**config.mk**
```make
export PLATFORM = sky130hd
export DESIGN_NAME = intr_ctrl_flat
export DESIGN_NICKNAME = d
export VERILOG_FILES = /design/src/rtl/intr_ctrl_pkg.sv /design/src/rtl/intr_ctrl_if.sv /design/src/rtl/intr_prio_enc.sv /design/src/rtl/intr_ctrl.sv /design/src/flat_wrapper.sv
export SDC_FILE = /design/constraint.sdc
export NUM_CORES = 1
export LEC_CHECK = 0
export CAP_MARGIN = 20
export CELL_PAD_IN_SITES_DETAIL_PLACEMENT = 1
export CELL_PAD_IN_SITES_GLOBAL_PLACEMENT = 1
export CORE_MARGIN = 10
export CORE_UTILIZATION = 36
export CTS_CLUSTER_DIAMETER = 150
export CTS_CLUSTER_SIZE = 10
export DETAILED_ROUTE_END_ITERATION = 10
export PLACE_DENSITY = 0.82
export SYNTH_ARGS = -nofsm -noshare
export SYNTH_HDL_FRONTEND = slang
export SYNTH_SLANG_ARGS = --single-unit
export TNS_END_PERCENT = 20
```
**constraint.sdc**
```tcl
create_clock -name clk -period 2.6 [get_ports clk]
set_input_delay 0.26 -clock clk [delete_from_list [all_inputs] [get_ports clk]]
set_output_delay 0.26 -clock clk [all_outputs]
set_load 0.005 [all_outputs]
```
**src/rtl/intr_ctrl_pkg.sv**
```systemverilog
`default_nettype none
// ============================================================================
// Module      : intr_ctrl_pkg
// Description : Shared constants, register map and claim-word helper for the
//               programmable interrupt controller.
// Revision    : 1.0 - initial release
// ============================================================================
package intr_ctrl_pkg;

    // Largest source count the 5-bit id fields can address
    localparam int c_maxsrc      = 32;
    // Position of the valid flag in the CLAIM read word
    localparam int c_claim_valid = 31;

    // Register word indices on the CPU I/O port
    typedef enum logic [2:0] {
        c_reg_status = 3'd0,
        c_reg_pend   = 3'd1,
        c_reg_mask   = 3'd2,
        c_reg_mode   = 3'd3,
        c_reg_claim  = 3'd4,
        c_reg_eoi    = 3'd5,
        c_reg_insrv  = 3'd6,
        c_reg_rsvd   = 3'd7
    } pic_reg_e;

    // Builds {valid, 26'b0, id}; an invalid claim reads as all zeros
    function automatic logic [31:0] claim_word(input logic found, input logic [4:0] id);
        logic [31:0] w_word;
        w_word                = '0;
        w_word[c_claim_valid] = found;
        w_word[4:0]           = found ? id : 5'd0;
        return w_word;
    endfunction

endpackage
`default_nettype wire

```
**src/rtl/intr_ctrl_if.sv**
```systemverilog
`default_nettype none
// ============================================================================
// Module      : intr_ctrl_if
// Description : CPU register port of the interrupt controller (word index,
//               read/write strobes, write data, registered read data/valid).
// Revision    : 1.0 - initial release
// ============================================================================
interface intr_ctrl_if;

    logic [2:0]  i_addr;
    logic        i_rd;
    logic        i_wr;
    logic [31:0] i_wdata;
    logic [31:0] o_rdata;
    logic        o_rdy;

    // CPU side drives strobes and address, consumes read data
    modport master (
        output i_addr, i_rd, i_wr, i_wdata,
        input  o_rdata, o_rdy
    );

    // Controller side
    modport slave (
        input  i_addr, i_rd, i_wr, i_wdata,
        output o_rdata, o_rdy
    );

endinterface
`default_nettype wire

```
**src/rtl/intr_prio_enc.sv**
```systemverilog
`default_nettype none
// ============================================================================
// Module      : intr_prio_enc
// Description : Find-first-set: reports whether any bit is set and the index
//               of the lowest set bit (index 0 has highest priority).
// Revision    : 1.0 - initial release
// ============================================================================
module intr_prio_enc #(
    parameter int W = 32
) (
    input  wire logic [W-1:0] i_vec,
    output logic              o_found,
    output logic [4:0]        o_idx
);

    // Scan from the top down so the lowest set index is the last one written
    always_comb begin
        o_found = 1'b0;
        o_idx   = 5'd0;
        for (int i = W - 1; i >= 0; i--) begin
            if (i_vec[i]) begin
                o_found = 1'b1;
                o_idx   = 5'(i);
            end
        end
    end

endmodule
`default_nettype wire

```
**src/rtl/intr_ctrl.sv**
```systemverilog
`default_nettype none
// ============================================================================
// Module      : intr_ctrl
// Description : Programmable interrupt controller. Synchronizes up to 32
//               sources, qualifies them as edge or level, tracks pending,
//               mask and in-service state, and raises a single registered
//               request for the highest-priority eligible source. Nesting is
//               limited to sources strictly above the highest one in service.
// Revision    : 1.0 - initial release
// ============================================================================
module intr_ctrl
    import intr_ctrl_pkg::*;
#(
    parameter int NSRC = 8
) (
    input  wire logic            clk,
    input  wire logic            rst,
    input  wire logic [NSRC-1:0] i_src,
    intr_ctrl_if.slave           bus,
    output logic                 o_intr
);

    // Architectural state
    logic [NSRC-1:0] r_pend;
    logic [NSRC-1:0] r_mask;
    logic [NSRC-1:0] r_mode;
    logic [NSRC-1:0] r_insrv;
    logic            r_intr;
    logic [31:0]     r_rdata;
    logic            r_rdy;

    // Per-source combinational terms
    logic [NSRC-1:0] w_sync;
    logic [NSRC-1:0] w_rise;
    logic [NSRC-1:0] w_pend_nxt;
    logic [NSRC-1:0] w_insrv_nxt;
    logic [NSRC-1:0] w_claim_hit;
    logic [NSRC-1:0] w_eoi_hit;
    logic [NSRC-1:0] w_w1c;
    logic [NSRC-1:0] w_mode_sw;

    // Priority terms
    logic [NSRC-1:0] w_window;
    logic [NSRC-1:0] w_elig;
    logic            w_elig_found;
    logic [4:0]      w_best_idx;
    logic            w_ins_found;
    logic [4:0]      w_ins_idx;

    // Port decode
    pic_reg_e        w_addr;
    logic            w_rd_only;
    logic            w_wr_pend;
    logic            w_wr_mask;
    logic            w_wr_mode;
    logic            w_wr_eoi;
    logic            w_claim_go;
    logic [31:0]     w_rd_word;
    logic            w_unused_wdata;

    assign w_addr     = pic_reg_e'(bus.i_addr);
    // A simultaneous read and write performs only the write
    assign w_rd_only  = bus.i_rd && !bus.i_wr;
    assign w_wr_pend  = bus.i_wr && (w_addr == c_reg_pend);
    assign w_wr_mask  = bus.i_wr && (w_addr == c_reg_mask);
    assign w_wr_mode  = bus.i_wr && (w_addr == c_reg_mode);
    assign w_wr_eoi   = bus.i_wr && (w_addr == c_reg_eoi);
    assign w_claim_go = w_rd_only && (w_addr == c_reg_claim) && w_elig_found;

    // Upper write-data bits beyond NSRC have no destination
    assign w_unused_wdata = ^bus.i_wdata;

    // Lowest in-service index bounds which sources may nest
    intr_prio_enc #(.W(NSRC)) u_insrv_enc (
        .i_vec   (r_insrv),
        .o_found (w_ins_found),
        .o_idx   (w_ins_idx)
    );

    // Open window when idle, else only strictly higher-priority (lower) indices
    always_comb begin
        w_window = '0;
        for (int i = 0; i < NSRC; i++) begin
            w_window[i] = !w_ins_found || (5'(i) < w_ins_idx);
        end
    end

    assign w_elig = r_pend & r_mask & w_window;

    intr_prio_enc #(.W(NSRC)) u_elig_enc (
        .i_vec   (w_elig),
        .o_found (w_elig_found),
        .o_idx   (w_best_idx)
    );

    for (genvar g = 0; g < NSRC; g++) begin : g_src
        logic r_sync1;
        logic r_sync2;
        logic r_prev;

        // Two-flop synchronizer plus the delayed copy used for rising-edge detect
        always_ff @(posedge clk) begin
            if (rst) begin
                r_sync1 <= 1'b0;
                r_sync2 <= 1'b0;
                r_prev  <= 1'b0;
            end else begin
                r_sync1 <= i_src[g];
                r_sync2 <= r_sync1;
                r_prev  <= r_sync2;
            end
        end

        assign w_sync[g]      = r_sync2;
        assign w_rise[g]      = r_sync2 & ~r_prev;
        assign w_claim_hit[g] = w_claim_go && (w_best_idx == 5'(g));
        assign w_eoi_hit[g]   = w_wr_eoi && (bus.i_wdata[4:0] == 5'(g));
        assign w_w1c[g]       = w_wr_pend && bus.i_wdata[g];
        assign w_mode_sw[g]   = w_wr_mode && bus.i_wdata[g] && !r_mode[g];

        // Level mode tracks the line; edge mode: a new edge beats W1C or claim clears
        assign w_pend_nxt[g]  = w_mode_sw[g]                  ? 1'b0       :
                                !r_mode[g]                    ? w_sync[g]  :
                                w_rise[g]                     ? 1'b1       :
                                (w_w1c[g] | w_claim_hit[g])   ? 1'b0       :
                                                                r_pend[g];

        // Claim and EOI never share a cycle, so their order here is immaterial
        assign w_insrv_nxt[g] = w_claim_hit[g] ? 1'b1 :
                                w_eoi_hit[g]   ? 1'b0 :
                                                 r_insrv[g];
    end

    // Read-data mux; bits at or above NSRC stay zero
    always_comb begin
        w_rd_word = '0;
        case (w_addr)
            c_reg_status: begin
                w_rd_word[31]  = r_intr;
                w_rd_word[4:0] = w_elig_found ? w_best_idx : 5'd0;
            end
            c_reg_pend:   w_rd_word[NSRC-1:0] = r_pend;
            c_reg_mask:   w_rd_word[NSRC-1:0] = r_mask;
            c_reg_mode:   w_rd_word[NSRC-1:0] = r_mode;
            c_reg_claim:  w_rd_word = claim_word(w_elig_found, w_best_idx);
            c_reg_insrv:  w_rd_word[NSRC-1:0] = r_insrv;
            default:      w_rd_word = '0;
        endcase
    end

    // Controller state, request output and registered read port
    always_ff @(posedge clk) begin
        if (rst) begin
            r_pend  <= '0;
            r_mask  <= '0;
            r_mode  <= '0;
            r_insrv <= '0;
            r_intr  <= 1'b0;
            r_rdata <= '0;
            r_rdy   <= 1'b0;
        end else begin
            r_pend  <= w_pend_nxt;
            r_insrv <= w_insrv_nxt;
            if (w_wr_mask) begin
                r_mask <= bus.i_wdata[NSRC-1:0];
            end
            if (w_wr_mode) begin
                r_mode <= bus.i_wdata[NSRC-1:0];
            end
            r_intr <= w_elig_found;
            r_rdy  <= bus.i_rd;
            if (bus.i_rd) begin
                r_rdata <= w_rd_only ? w_rd_word : 32'd0;
            end
        end
    end

    assign o_intr      = r_intr;
    assign bus.o_rdata = r_rdata;
    assign bus.o_rdy   = r_rdy;

endmodule
`default_nettype wire

```
**src/flat_wrapper.sv**
```systemverilog
// flat-port wrapper written by rule: the top's interface ports become plain ports
module intr_ctrl_flat import intr_ctrl_pkg::*;
#(
    parameter int NSRC = 8
)
  (clk, rst, i_src, o_intr, bus_i_addr, bus_i_rd, bus_i_wr, bus_i_wdata, bus_o_rdata, bus_o_rdy);
  intr_ctrl_if bus_i ();
  input  wire logic clk;
  input  wire logic rst;
  input  wire logic [NSRC-1:0] i_src;
  output logic o_intr;
  input wire logic [$bits(bus_i.i_addr)-1:0] bus_i_addr;
  input wire logic [$bits(bus_i.i_rd)-1:0] bus_i_rd;
  input wire logic [$bits(bus_i.i_wr)-1:0] bus_i_wr;
  input wire logic [$bits(bus_i.i_wdata)-1:0] bus_i_wdata;
  output wire logic [$bits(bus_i.o_rdata)-1:0] bus_o_rdata;
  output wire logic [$bits(bus_i.o_rdy)-1:0] bus_o_rdy;
  assign bus_i.i_addr = bus_i_addr;
  assign bus_i.i_rd = bus_i_rd;
  assign bus_i.i_wr = bus_i_wr;
  assign bus_i.i_wdata = bus_i_wdata;
  assign bus_o_rdata = bus_i.o_rdata;
  assign bus_o_rdy = bus_i.o_rdy;
  intr_ctrl #(.NSRC(NSRC)) u_core (.clk(clk), .rst(rst), .i_src(i_src), .bus(bus_i), .o_intr(o_intr));
endmodule
```
### After elaboration in Yosys (flattened, before gate mapping)

Cells that the tools add are included.

| word-level totals | value |
|---|---|
| register bits after elaboration | 90 |
| latch bits | 0 |
| memory bits (writable) | 0 |
| ROM bits | 0 |
| input port bits | 47 |
| memories | 0 |

| operators by class | value |
|---|---|
| add/subtract/negate cells | 0 |
| multipliers | 0 |
| divide/modulo/power cells | 0 |
| magnitude comparators | 8 |
| equal/unequal tests | 28 |
| shift-type cells | 0 |
| muxes and demuxes | 77 |
| bitwise gates (word level) | 26 |
| reduce and logical (&&, ||, !) cells | 85 |

Operators by type and width:

| kind | count |
|---|---|
| $mux W5 | 15 |
| $mux W1 | 56 |
| $logic_and A1 B1 Y1 | 47 |
| $eq A5 B3 Y1 const B | 8 |
| $mux W32 | 1 |
| $pmux W5 S5 | 1 |
| $ne A3 B3 Y1 const B | 8 |
| $eq A5 B2 Y1 const B | 4 |
| $lt A3 B5 Y1 const A | 4 |
| $reduce_or A2 Y1 | 9 |
| $and A8 B8 Y8 | 2 |
| $reduce_bool A2 Y1 | 8 |
| $pmux W3 S4 | 1 |
| $eq A5 B1 Y1 const B | 2 |
| $logic_not A1 Y1 | 10 |
| $logic_not A5 Y1 | 2 |
| $lt A1 B5 Y1 const A | 2 |
| $lt A2 B5 Y1 const A | 2 |
| $eq A3 B3 Y1 const B | 3 |
| $and A1 B1 Y1 | 8 |
| $logic_or A1 B1 Y1 | 8 |
| $not A1 Y1 | 8 |
| $or A1 B1 Y1 | 8 |
| $eq A3 B2 Y1 const B | 2 |
| 4 further kinds | 5 |

### Logic depth before layout (Yosys ltp)

Gate-level depths: netlist of run 1.

| depth | value |
|---|---|
| depth after elaboration | 25 |
| mapped depth | 6 |
| depth with buffers taken out | 5 |

### Modules after synthesis

A second synthesis of run 1 with hierarchy kept.

| unflattened totals | value |
|---|---|
| cell total of the unflattened synthesis | 384 |
| area, all modules | 3279.4 µm² |

By module, submodules not included:

| module | times used | cells an instance | area each (µm²) |
|---|---|---|---|
| intr_ctrl | 1 | 352 | 3081.7 |
| intr_prio_enc | 2 | 16 | 98.8 |

### Least setup slack after synthesis of run 1

OpenSTA, ideal clock, no wires.

| path | value |
|---|---|
| path kind | reg-to-reg |
| start | register u_core.r_insrv[2] |
| end | register u_core.r_pend[7] |
| library setup time | 0.117 ns |
| data arrival time | 1.809 ns |
| required time | 2.483 ns |
| setup slack | 0.675 ns |
| cell stages (with the launch flop) | 7 |
| path buffers | 1 |
| period minus slack after synthesis | 1.925 ns |
| path through | dfxtp_1 -> or4_1 -> buf_2 -> or2_4 -> a2111oi_4 -> o211ai_1 -> a22o_1 |

| on the way | value |
|---|---|
| longest elaborated chain between the ends | 18 |
| elaborated cells between the ends (all ways) | 45 |
| classes of those cells | 8 x order compare; 2 x eq/ne; 22 x mux; 2 x bitwise; 11 x reduce/logical |

RTL lines:

| item | line | source |
|---|---|---|
| start, declared | intr_ctrl.sv:27 | `logic [NSRC-1:0] r_insrv;` |
| start signal, assigned | intr_ctrl.sv:163 | `r_insrv <= w_insrv_nxt;` |
| $mux W5 or $mux W1 (tied branches) (3 in series) | intr_prio_enc.sv:21 | `if (i_vec[i]) begin` |
| $lt A3 B5 Y1 or $logic_not A1 Y1 (tied branches) | intr_ctrl.sv:84 | `w_window[i] = !w_ins_found \|\| (5'(i) < w_ins_idx);` |
| $logic_or A1 B1 Y1 | intr_ctrl.sv:84 |  |
| $and A8 B8 Y8 (*) | intr_ctrl.sv:88 | `assign w_elig = r_pend & r_mask & w_window;` |
| $mux W3 or $mux W1 (tied branches) | intr_prio_enc.sv:21 |  |
| $mux W5 or $mux W1 (tied branches) (7 in series) | intr_prio_enc.sv:21 |  |
| $eq A5 B3 Y1 or $logic_and A1 B1 Y1 (tied branches) | intr_ctrl.sv:116, intr_ctrl.sv:68 |  |
| $logic_and A1 B1 Y1 (*) | intr_ctrl.sv:116 | `assign w_claim_hit[g] = w_claim_go && (w_best_idx == 5'(g));` |
| $or A1 B1 Y1 (*) | intr_ctrl.sv:125 | `(w_w1c[g] \| w_claim_hit[g]) ? 1'b0 :` |
| $ne A3 B3 Y1 (no source line) (*) | n/a |  |
| end signal, assigned | intr_ctrl.sv:162 | `r_pend <= w_pend_nxt;` |
| end, declared | intr_ctrl.sv:24 | `logic [NSRC-1:0] r_pend;` |

Every way passes the cells marked *; elsewhere a longest branch is shown, timed or not.
A chain may end at the register's enable or synchronous reset.

### Worst setup path in the final report of run 1

| path | value |
|---|---|
| start | register u_core.r_insrv[2] |
| end | register u_core.r_pend[6] |

The elaborated chain is that of the path after synthesis.

==> impl_metrics.env, run 1 <==
export IMPL_cp_arrival_ns=2.51
export IMPL_synth_edf_count=0
export IMPL_critPathRequiredTime_ns=2.85
export IMPL_final_nets=450
export IMPL_fp_dieH_um=113.8
export IMPL_cp_start_kind="flop"
export IMPL_ys_seq_elements=67
export IMPL_dp_hpwl_mm=6.937
export IMPL_numPortBuffers=33
export IMPL_syn_area_mm2=0.003171
export IMPL_clock_fmax_mhz=443.8
export IMPL_ys_types=53
export IMPL_peakVddDrop_uv=374.4
export IMPL_vias_per_cell=5.343
export IMPL_cp_end_kind="flop"
export IMPL_slew_viol_final=0
export IMPL_cp_max_fo=6
export IMPL_cts_resized=0
export IMPL_async_flop_share_pct=0
export IMPL_slew_headroom_pct=59.53
export IMPL_route_antenna_remaining_nets=0
export IMPL_drt_iter0_drc=128
export IMPL_run_status="finished, final reports clean"
export IMPL_dp_cells=500
export IMPL_critPathKind="flop to flop"
export IMPL_pwr_share_clk_pct=39.5
export IMPL_wirelength_mm=9.133
export IMPL_fin_util_pct=42.94
export IMPL_insertion_delay_ns=0.36
export IMPL_die_x_um=113.8
export IMPL_synth_ff_type="dfxtp_1"
export IMPL_cts_sinks=67
export IMPL_ys_seq_area_share_pct=42.30
export IMPL_grt_overflow=0
export IMPL_drc=0
export IMPL_finalCritPeriodShare_pct=86.66
export IMPL_final_cells=516
export IMPL_track_usage_pct=14.18
export IMPL_grt_first_pass_wirelength_mm=14.77
export IMPL_skew_ns=0.004611
export IMPL_internal_power_mw=1.467
export IMPL_p_sw_mw=0.5461
export IMPL_worst_slew_pin_slew_ns=0.6058
export IMPL_cts_root_buf="clkbuf_8"
export IMPL_max_stage_delay_ns=0.70
export IMPL_combPwrFrac_pct=7.7
export IMPL_n_antenna_cell=0
export IMPL_drive_above_1_share_pct=7.843
export IMPL_p_leak_nw=1.272
export IMPL_critPathSlowestCell="or4_1"
export IMPL_die_area_mm2=0.01296
export IMPL_antenna_found_initial=0
export IMPL_register_area_mm2=0.001341
export IMPL_vias=2757
export IMPL_cp_buffers_inverters=0
export IMPL_power_density_mw_per_mm2=542.8
export IMPL_post_cts_setup_buffer_count=0
export IMPL_final_cell_mix="dfxtp_1 (67), nand2_1 (59), clkdlybuf4s50_1 (32)"
export IMPL_cap_violations=0
export IMPL_swShare_pct=27.13
export IMPL_hold_buffers=0
export IMPL_htree_levels=3
export IMPL_hold_viol=0
export IMPL_n_fill_cell=1045
export IMPL_avgSynthCellArea_um2=8.546
export IMPL_gp_congestion=0.9081
export IMPL_cts_buffers=9
export IMPL_pwr_share_seq_pct=52.8
export IMPL_crit_family="simple AND/OR/NAND/NOR gates"
export IMPL_yosysWarningCount=0
export IMPL_syn2layout_area_growth_pct=16.97
export IMPL_grt_pass1_vias=2871
export IMPL_setup_tns_ns=0
export IMPL_syn_inst=371
export IMPL_cts_tree="yes"
export IMPL_final_area_mm2=0.003709
export IMPL_core_mm2=0.008636
export IMPL_path_cells="or4_1, or2_4, a2111oi_4, nand4_1, a22o_1"
export IMPL_clk_pin_slew_ns=0.08
export IMPL_grt_start_max_net_pins=47
export IMPL_fp_row_count=34
export IMPL_placed_cell_area_mm2=0.003533
export IMPL_rsz0062_at_grt="no"
export IMPL_start_util_pct=36.71
export IMPL_multi_input_area_mm2=0.001663
export IMPL_first_pass_iters=4
export IMPL_avgRoutedWirePerCell_um=17.70
export IMPL_io_pins=81
export IMPL_hp_class="input pin to flop"
export IMPL_setup_viol=0
export IMPL_final_common_cell="dfxtp_1"
export IMPL_cts_buffer_depth=2
export IMPL_min_period_ns=2.253
export IMPL_whs_ns=0.3320
## cells by family (layout without fill, tap and decap cells)
kind of cell	count (synthesis)	in the layout	synth area share (%)
multiplexers	11	11	3.473
AO/OA/AOI/OAI	106	106	23.60
AND/OR/NAND/NOR	143	143	22.65
flip-flops	67	67	42.30
other	1	23	0.1183
buffers and inverters	43	58	7.853
## cell usage after synthesis, drive strengths merged (4+ instances only)
master  number  share of area [%]
nor3         4               0.63
nor2b       31                6.1
mux2i       11                3.5
nand2       59                7.0
and3         4               0.79
nor2        18                2.1
nand2b       4               0.79
o22ai       11                2.2
a211oi       7                2.4
nand3b       5                1.2
a22oi        9                2.1
o211ai      10                2.4
clkbuf      13                1.5
buf         27                6.0
a21oi       29                4.6
dfxtp       67                 42
or2          4               0.87
o21ai       12                1.9
a211o        6                1.7
## final timing paths
path,cells past startpoint,slack (ns),startpoint,endpoint
worst max-delay path,5,0.35,u_core.r_insrv[2],u_core.r_pend[6]
worst min register to register,1,0.44,u_core.g_src[4].r_sync1,u_core.g_src[4].r_sync2
worst min-delay path,2,0.33,rst,u_core.g_src[7].r_sync1
worst max register to register,5,0.35,u_core.r_insrv[2],u_core.r_pend[6]
## final cells by class
| cell class | instances | share of cell area [%] |
|---|---|---|
| well taps | 108 | 3.644 |
| flip-flops and latches | 67 | 36.17 |
| clock buffers | 9 | 3.340 |
| repair buffers | 39 | 10.32 |
| multi-input cells | 283 | 44.84 |
| clock inverters | 7 | 1.383 |
| inverters | 3 | 0.3036 |
## layer usage
layer	track usage, %	up-vias	part of all wire, %
met4	4.428	0	1.8
met1	17.41	1337	47
met3	4.882	13	5.1
li1	-	1336	-
met2	22.79	71	46
met5	0	-	0
## worst register-to-register path: cells and delay by family, from the launching register on
family             cells  cell delay (ns)
AOI/OAI and AO/OA      2             0.53
DFF                    1             0.36
and+or+nand+nor        3             1.26
## through the flow
stage	setup WS, ns	power (mW)
5_1_grt	0.2049	2.091
4_1_cts	0.3375	2.037
6_report	0.3469	2.013
2_1_floorplan	0.6747	1.192
3_5_place_dp	0.2734	1.241
3_3_place_gp	0.3817	1.236
## state kept, by name, summed over array words and instances (netlist names)
register and count:
u_core.bus.o_rdata 9, u_core.bus.o_rdy 1, u_core.g_src.r_prev 8, u_core.g_src.r_sync1 8
u_core.g_src.r_sync2 8, u_core.o_intr 1, u_core.r_insrv 8, u_core.r_mask 8
u_core.r_mode 8, u_core.r_pend 8
## power by group through the flow
| stage | Clock (mW) | Sequential, mW | Combinational (mW) |
|---|---|---|---|
| 6_report | 0.795 | 1.06 | 0.156 |
| 5_1_grt | 0.853 | 1.07 | 0.173 |
| 4_1_cts | 0.819 | 1.06 | 0.155 |
| 3_5_place_dp | 0 | 1.09 | 0.154 |
| 3_3_place_gp | 0 | 1.09 | 0.150 |
| 2_1_floorplan | 0 | 1.08 | 0.109 |
Power figures use the tool's default switching activity.
==> inputs of run 2 (changes only) <==
--- a/config.mk
+++ b/config.mk
@@ -5,11 +5,13 @@
 export SDC_FILE = /design/constraint.sdc
 export NUM_CORES = 1
 export LEC_CHECK = 0
+export ABC_AREA = 1
+export ABC_CLOCK_PERIOD_IN_PS = 2600
 export CAP_MARGIN = 20
 export CELL_PAD_IN_SITES_DETAIL_PLACEMENT = 1
 export CELL_PAD_IN_SITES_GLOBAL_PLACEMENT = 1
 export CORE_MARGIN = 10
-export CORE_UTILIZATION = 36
+export CORE_UTILIZATION = 35
 export CTS_CLUSTER_DIAMETER = 150
 export CTS_CLUSTER_SIZE = 10
 export DETAILED_ROUTE_END_ITERATION = 10
==> constraint.sdc (replaced) <==
create_clock -name clk -period 2.6 [get_ports clk]
set_input_delay 0.26 -clock clk [delete_from_list [all_inputs] [get_ports clk]]
set_output_delay 0.26 -clock clk [all_outputs]
set_load 0.02 [all_outputs]
==> run 2 against run 1 <==
Compared with the run above:
- sequential share of layout area shrank 1.6 points
- critical path type unchanged
- area after synthesis rose by 2.4%
- non-clock buffer count grew 4
- largest cell class unchanged
- clock power increased by 24%
- cell count is 17% higher
==> impl_metrics.env, run 2 <==
export IMPL_track_usage_pct=14.26
export IMPL_cts_resized=0
export IMPL_drt_iter0_drc=163
export IMPL_hp_class="flop to flop"
export IMPL_rrSetupSlack_ns=0.61
export IMPL_io_pins=81
export IMPL_worstReg2RegStart="u_core.r_insrv[0]"
export IMPL_core_mm2=0.009153
export IMPL_yosysMostFrequentCell="nand2_1"
export IMPL_p_leak_nw=1.540
export IMPL_syn_area_mm2=0.003247
export IMPL_drive_above_1_share_pct=13.41
export IMPL_final_nets=534
export IMPL_swShare_pct=25.00
export IMPL_htree_levels=3
export IMPL_cp_max_fo=5
export IMPL_fp_row_count=35
export IMPL_ys_seq_area_share_pct=41.31
export IMPL_fp_dieH_um=116.3
export IMPL_syn_inst=443
export IMPL_avgSynthCellArea_um2=7.329
export IMPL_skew_ns=0.01225
export IMPL_hold_viol=0
export IMPL_drc=0
export IMPL_grt_first_pass_wirelength_mm=15.07
export IMPL_slew_viol_final=0
export IMPL_power_mw=2.243
export IMPL_start_util_pct=35.48
export IMPL_clk_pin_slew_ns=0.08
export IMPL_critPathRequiredTime_ns=2.84
export IMPL_die_x_um=116.3
export IMPL_largest_reg_flops=9
export IMPL_power_density_mw_per_mm2=578.0
export IMPL_syn2layout_area_growth_pct=19.50
export IMPL_placed_cell_area_mm2=0.003661
export IMPL_pwr_share_seq_pct=47.6
export IMPL_multi_input_area_mm2=0.001548
export IMPL_cts_root_buf="clkbuf_8"
export IMPL_run_status="finished, final reports clean"
export IMPL_critPathLaunch="u_core.r_insrv[0]"
export IMPL_grt_pass1_vias=3086
export IMPL_first_pass_iters=4
export IMPL_avgRoutedWirePerCell_um=15.63
export IMPL_numPortBuffers=33
export IMPL_wirelength_mm=9.424
export IMPL_finalCritPeriodShare_pct=76.56
export IMPL_p_sw_mw=0.5607
export IMPL_synthTopCellsByCount="nand2_1 (85), dfxtp_1 (67), inv_1 (56)"
export IMPL_yosysWarningCount=0
export IMPL_final_area_mm2=0.003880
export IMPL_dp_hpwl_mm=7.279
export IMPL_worst_slew_pin_slew_ns=0.5544
export IMPL_synth_edf_count=0
export IMPL_slew_headroom_pct=63.00
export IMPL_peakVddDrop_uv=207.2
export IMPL_ys_top_cells_by_area="dfxtp_1 (41%), nand2_1 (9.8%), inv_1 (6.5%), buf_4 (5.3%), a21oi_1 (5.2%)"
export IMPL_cts_tree="yes"
export IMPL_cts_sinks=67
export IMPL_internal_power_mw=1.682
export IMPL_min_delay_start="u_core.g_src[2].r_sync1"
export IMPL_dp_slack_ns=0.4833
export IMPL_ys_types=35
export IMPL_yosysTopAreaCell="dfxtp_1"
export IMPL_fin_ws_ns=0.6093
export IMPL_ys_seq_elements=67
export IMPL_final_cells=603
export IMPL_cts_buffer_depth=2
export IMPL_rsz0062_at_grt="no"
export IMPL_cp_end_kind="flop"
export IMPL_register_area_mm2=0.001341
export IMPL_cp_start_kind="flop"
export IMPL_final_cell_mix="nand2_1 (85), dfxtp_1 (67), inv_1 (56)"
export IMPL_cts_buffers=9
export IMPL_setup_tns_ns=0
export IMPL_insertion_delay_ns=0.35
export IMPL_final_common_cell="nand2_1"
export IMPL_n_fill_cell=1142
export IMPL_setup_viol=0
export IMPL_antenna_found_initial=0
export IMPL_vias=3015
export IMPL_combPwrFrac_pct=8.5
export IMPL_route_antenna_remaining_nets=0
export IMPL_synth_ff_type="dfxtp_1"
export IMPL_post_cts_setup_buffer_count=0
export IMPL_die_area_mm2=0.01353
export IMPL_async_flop_share_pct=0
export IMPL_synth_top_area_share_pct=41.31
export IMPL_min_period_ns=1.991
export IMPL_clock_fmax_mhz=502.3
export IMPL_hold_buffers=0
export IMPL_pwr_share_clk_pct=43.9
export IMPL_cp_arrival_ns=2.23
export IMPL_critPathKind="flop to flop"
export IMPL_vias_per_cell=5.000
export IMPL_n_antenna_cell=0
export IMPL_grt_start_max_net_pins=52
export IMPL_cap_violations=0
export IMPL_dp_cells=587
export IMPL_grt_overflow=0
export IMPL_gp_congestion=0.9007
run 2: power by group through the flow:
stage / clock network, mW / registers [mW] / logic (mW)
2_1_floorplan: 0 / 1.09 / 0.134
3_3_place_gp: 0 / 1.09 / 0.184
3_5_place_dp: 0 / 1.09 / 0.189
4_1_cts: 1.00 / 1.07 / 0.191
5_1_grt: 1.04 / 1.07 / 0.210
6_report: 0.984 / 1.07 / 0.191
run 2: per-layer routing:
metal / track usage (%) / vias up / routed length, um
li1: - / 1481 / -
met1: 16.92 / 1437 / 4162
met2: 24.10 / 83 / 4526
met3: 2.363 / 14 / 531
met4: 7.590 / 0 / 204
met5: 0 / - / 0
run 2: cells by family (layout without fill, tap and decap cells):
logic type,Yosys count,in the layout,synth area share (%)
AND/OR/NAND/NOR,187,187,28.17
flip-flops,67,67,41.31
other,1,23,0.1155
buffers and inverters,94,121,13.56
AO/OA/AOI/OAI,94,94,16.84
run 2: layout make-up:
| type | count | area share (%) |
|---|---|---|
| Clock buffer | 12 | 3.741 |
| Clock inverter | 4 | 1.903 |
| Inverter | 62 | 5.998 |
| Multi-Input combinational cell | 304 | 39.89 |
| Sequential cell | 67 | 34.57 |
| Tap cell | 111 | 3.579 |
| Timing Repair Buffer | 43 | 10.32 |
run 2: path summary, 6_finish.rpt:
check                             to  cells past startpoint
max                 u_core.r_pend[7]                     12
min          u_core.g_src[2].r_sync2                      2
max reg2reg         u_core.r_pend[7]                     12
min reg2reg  u_core.g_src[2].r_sync2                      2
run 2: per-stage QoR:
step,hold WS (ns),utilization (%)
2_1_floorplan,0.3670,-
3_3_place_gp,0.3907,40.00
3_5_place_dp,0.3970,40.00
4_1_cts,0.4078,42.39
5_1_grt,0.4149,42.39
6_report,0.3989,42.39
run 2: critical path, cell delays in order, from the launching register on:
cell     delay, ns
dfxtp_1       0.37
nor2_4        0.19
nand3_4       0.12
nor3_4        0.18
nand3_1       0.12
nand2_2       0.13
nand3_2       0.10
nand2_1       0.10
nand3_2       0.12
nor2_2        0.20
nand2_2       0.10
nand2_1       0.09
a21oi_2       0.05
==> inputs of run 3 (changes only) <==
--- a/config.mk
+++ b/config.mk
@@ -6,7 +6,7 @@
 export NUM_CORES = 1
 export LEC_CHECK = 0
 export ABC_AREA = 1
-export ABC_CLOCK_PERIOD_IN_PS = 2600
+export ABC_CLOCK_PERIOD_IN_PS = 1900
 export CAP_MARGIN = 20
 export CELL_PAD_IN_SITES_DETAIL_PLACEMENT = 1
 export CELL_PAD_IN_SITES_GLOBAL_PLACEMENT = 1
==> constraint.sdc (replaced) <==
create_clock -name clk -period 1.9 [get_ports clk]
set_input_delay 0.19 -clock clk [delete_from_list [all_inputs] [get_ports clk]]
set_output_delay 0.19 -clock clk [all_outputs]
set_load 0.02 [all_outputs]
==> run 3 against run 2 <==
Compared with the run above:
- worst setup slack worse by 0.60 ns
- sequential share of layout area decreased by 1.6 points
- combinational power grew 47%
- clock power is 39% higher
- critical endpoint unchanged
- global-route usage rose by 0.36 points
- register-to-register slack worse by 0.60 ns
- utilization is 2.2 points higher
==> impl_metrics.env, run 3 (same netlist as run 2, synthesis figures left out) <==
export IMPL_run_status="finished, final reports clean"
export IMPL_numPortBuffers=33
export IMPL_finalCritPeriodShare_pct=99.61
export IMPL_critPathRequiredTime_ns=2.14
export IMPL_io_pins=81
export IMPL_p_leak_nw=1.610
export IMPL_whs_ns=0.3571
export IMPL_hold_viol=0
export IMPL_cts_sinks=67
export IMPL_setup_tns_ns=0
export IMPL_cts_buffer_depth=2
export IMPL_fp_row_count=35
export IMPL_slew_headroom_pct=62.87
export IMPL_start_util_pct=35.48
export IMPL_cap_violations=0
export IMPL_drt_iter0_drc=163
export IMPL_slew_viol_final=0
export IMPL_drc=0
export IMPL_crit_top_cell="nand2_2"
export IMPL_fp_dieH_um=116.3
export IMPL_hp_class="input pin to flop"
export IMPL_route_antenna_remaining_nets=0
export IMPL_skew_ns=0.008103
export IMPL_cp_start_kind="flop"
export IMPL_final_common_cell="nand2_1"
export IMPL_die_x_um=116.3
export IMPL_wirelength_mm=10.00
export IMPL_insertion_delay_ns=0.35
export IMPL_cp_arrival_ns=2.13
export IMPL_power_density_mw_per_mm2=762.1
export IMPL_fin_util_pct=44.57
export IMPL_peakVddDrop_uv=278.0
export IMPL_max_stage_delay_ns=0.35
export IMPL_vias_per_cell=5.060
export IMPL_rsz0062_at_grt="yes"
export IMPL_htree_levels=3
export IMPL_vias=3107
export IMPL_gp_congestion=0.8928
export IMPL_n_antenna_cell=0
export IMPL_grt_first_pass_wirelength_mm=15.51
export IMPL_hold_buffers=0
export IMPL_track_usage_pct=14.62
export IMPL_clk_pin_slew_ns=0.08
export IMPL_die_area_mm2=0.01353
export IMPL_min_period_ns=1.893
export IMPL_antenna_found_initial=0
export IMPL_cp_end_kind="flop"
export IMPL_rrSetupSlack_ns=0.007
export IMPL_first_pass_iters=4
export IMPL_final_cells=614
export IMPL_grt_busiest_layer="met2"
export IMPL_setup_viol=0
export IMPL_critPathKind="flop to flop"
export IMPL_cp_max_fo=6
export IMPL_cts_tree="yes"
export IMPL_largest_reg_flops=9
export IMPL_final_cell_mix="nand2_1 (79), dfxtp_1 (63), inv_1 (53)"
export IMPL_worst_slew_pin_slew_ns=0.5569
export IMPL_dp_cells=598
export IMPL_use_met2_pct=24.32
export IMPL_cts_buffers=9
export IMPL_use_met1_pct=16.88
export IMPL_drive_above_1_share_pct=19.68
export IMPL_final_nets=545
export IMPL_core_mm2=0.009153
export IMPL_dp_hpwl_mm=7.209
export IMPL_avgRoutedWirePerCell_um=16.29
export IMPL_post_cts_setup_buffer_count=0
export IMPL_syn2layout_area_growth_pct=25.63
export IMPL_cts_root_buf="clkbuf_8"
export IMPL_placed_cell_area_mm2=0.003744
export IMPL_critPathSlowestCell="dfxtp_2"
export IMPL_clock_fmax_mhz=528.4
export IMPL_grt_use_met3_pct=4.212
export IMPL_grt_pass1_vias=3185
export IMPL_final_area_mm2=0.004079
export IMPL_grt_overflow=0
export IMPL_path_cells="nor2_4, nand3_4, nor2_2, nand3_4, nand2_1, nand2_2, nand2_1, nand2_1, nand2_2, nand2_4, nor2_4, nand2_2, nand2_2, a21oi_2"
export IMPL_n_fill_cell=1176
export IMPL_grt_start_max_net_pins=52
## run 3: cell types whose count changed in the layout (fill, tap and decap cells not counted), sizes merged
cell | previous run | this run
clkinv | 4 | 3
clkinvlp | 0 | 1
buf | 11 | 22
## run 3: area by class of cell
cell class,instances,area (um^2),share of cell area (%)
multi-input cells,304,1650,40.46
flip-flops and latches,67,1346,33.01
repair buffers,54,483.0,11.84
inverters,62,232.7,5.706
clock buffers,12,155.1,3.804
well taps,111,138.9,3.405
clock inverters,4,72.57,1.779
## run 3: layer usage
metal / part of all wire, % / wire (um)
met5: 0 / 0
met4: 3.0 / 303
met3: 6.8 / 683
met2: 48 / 4811
met1: 42 / 4201
## run 3: path summary, 6_finish.rpt
check | depth (start not counted) | start | endpoint
setup / recovery | 14 | u_core.r_insrv[1] | u_core.r_pend[7]
hold / removal | 3 | i_src[1] | u_core.g_src[1].r_sync1
setup reg to reg | 14 | u_core.r_insrv[1] | u_core.r_pend[7]
hold reg to reg | 2 | u_core.g_src[2].r_sync1 | u_core.g_src[2].r_sync2
## run 3: what timing repair did
item,in CTS,in global routing
gates resized for setup,2,28
endpoints found under the setup margin,3,18
pin swaps,0,11
endpoints found under the hold margin,0,0
## run 3: report_power, final
| part | internal, mW | leakage (nW) | switching (mW) | total [mW] |
|---|---|---|---|---|
| sequential | 1.44 | 0.548 | 0.0206 | 1.46 |
| combinational | 0.0969 | 0.949 | 0.184 | 0.281 |
| clock | 0.809 | 0.113 | 0.557 | 1.37 |
| total | 2.35 | 1.61 | 0.762 | 3.11 |
## run 3: through the flow
stage | power (mW) | setup slack (ns)
2_1_floorplan | 1.672 | 0.2933
3_3_place_gp | 1.757 | 0.02145
3_5_place_dp | 1.765 | -0.03129
4_1_cts | 3.137 | 0.01378
5_1_grt | 3.252 | -0.1449
6_report | 3.109 | 0.007328
## run 3: critical path, delay by kind of cell, from the launching register on
family           cells  cell delay [ns]
AO/OA/AOI/OAI        1             0.04
AND/OR/NAND/NOR     13             1.40
flip-flops           1             0.35
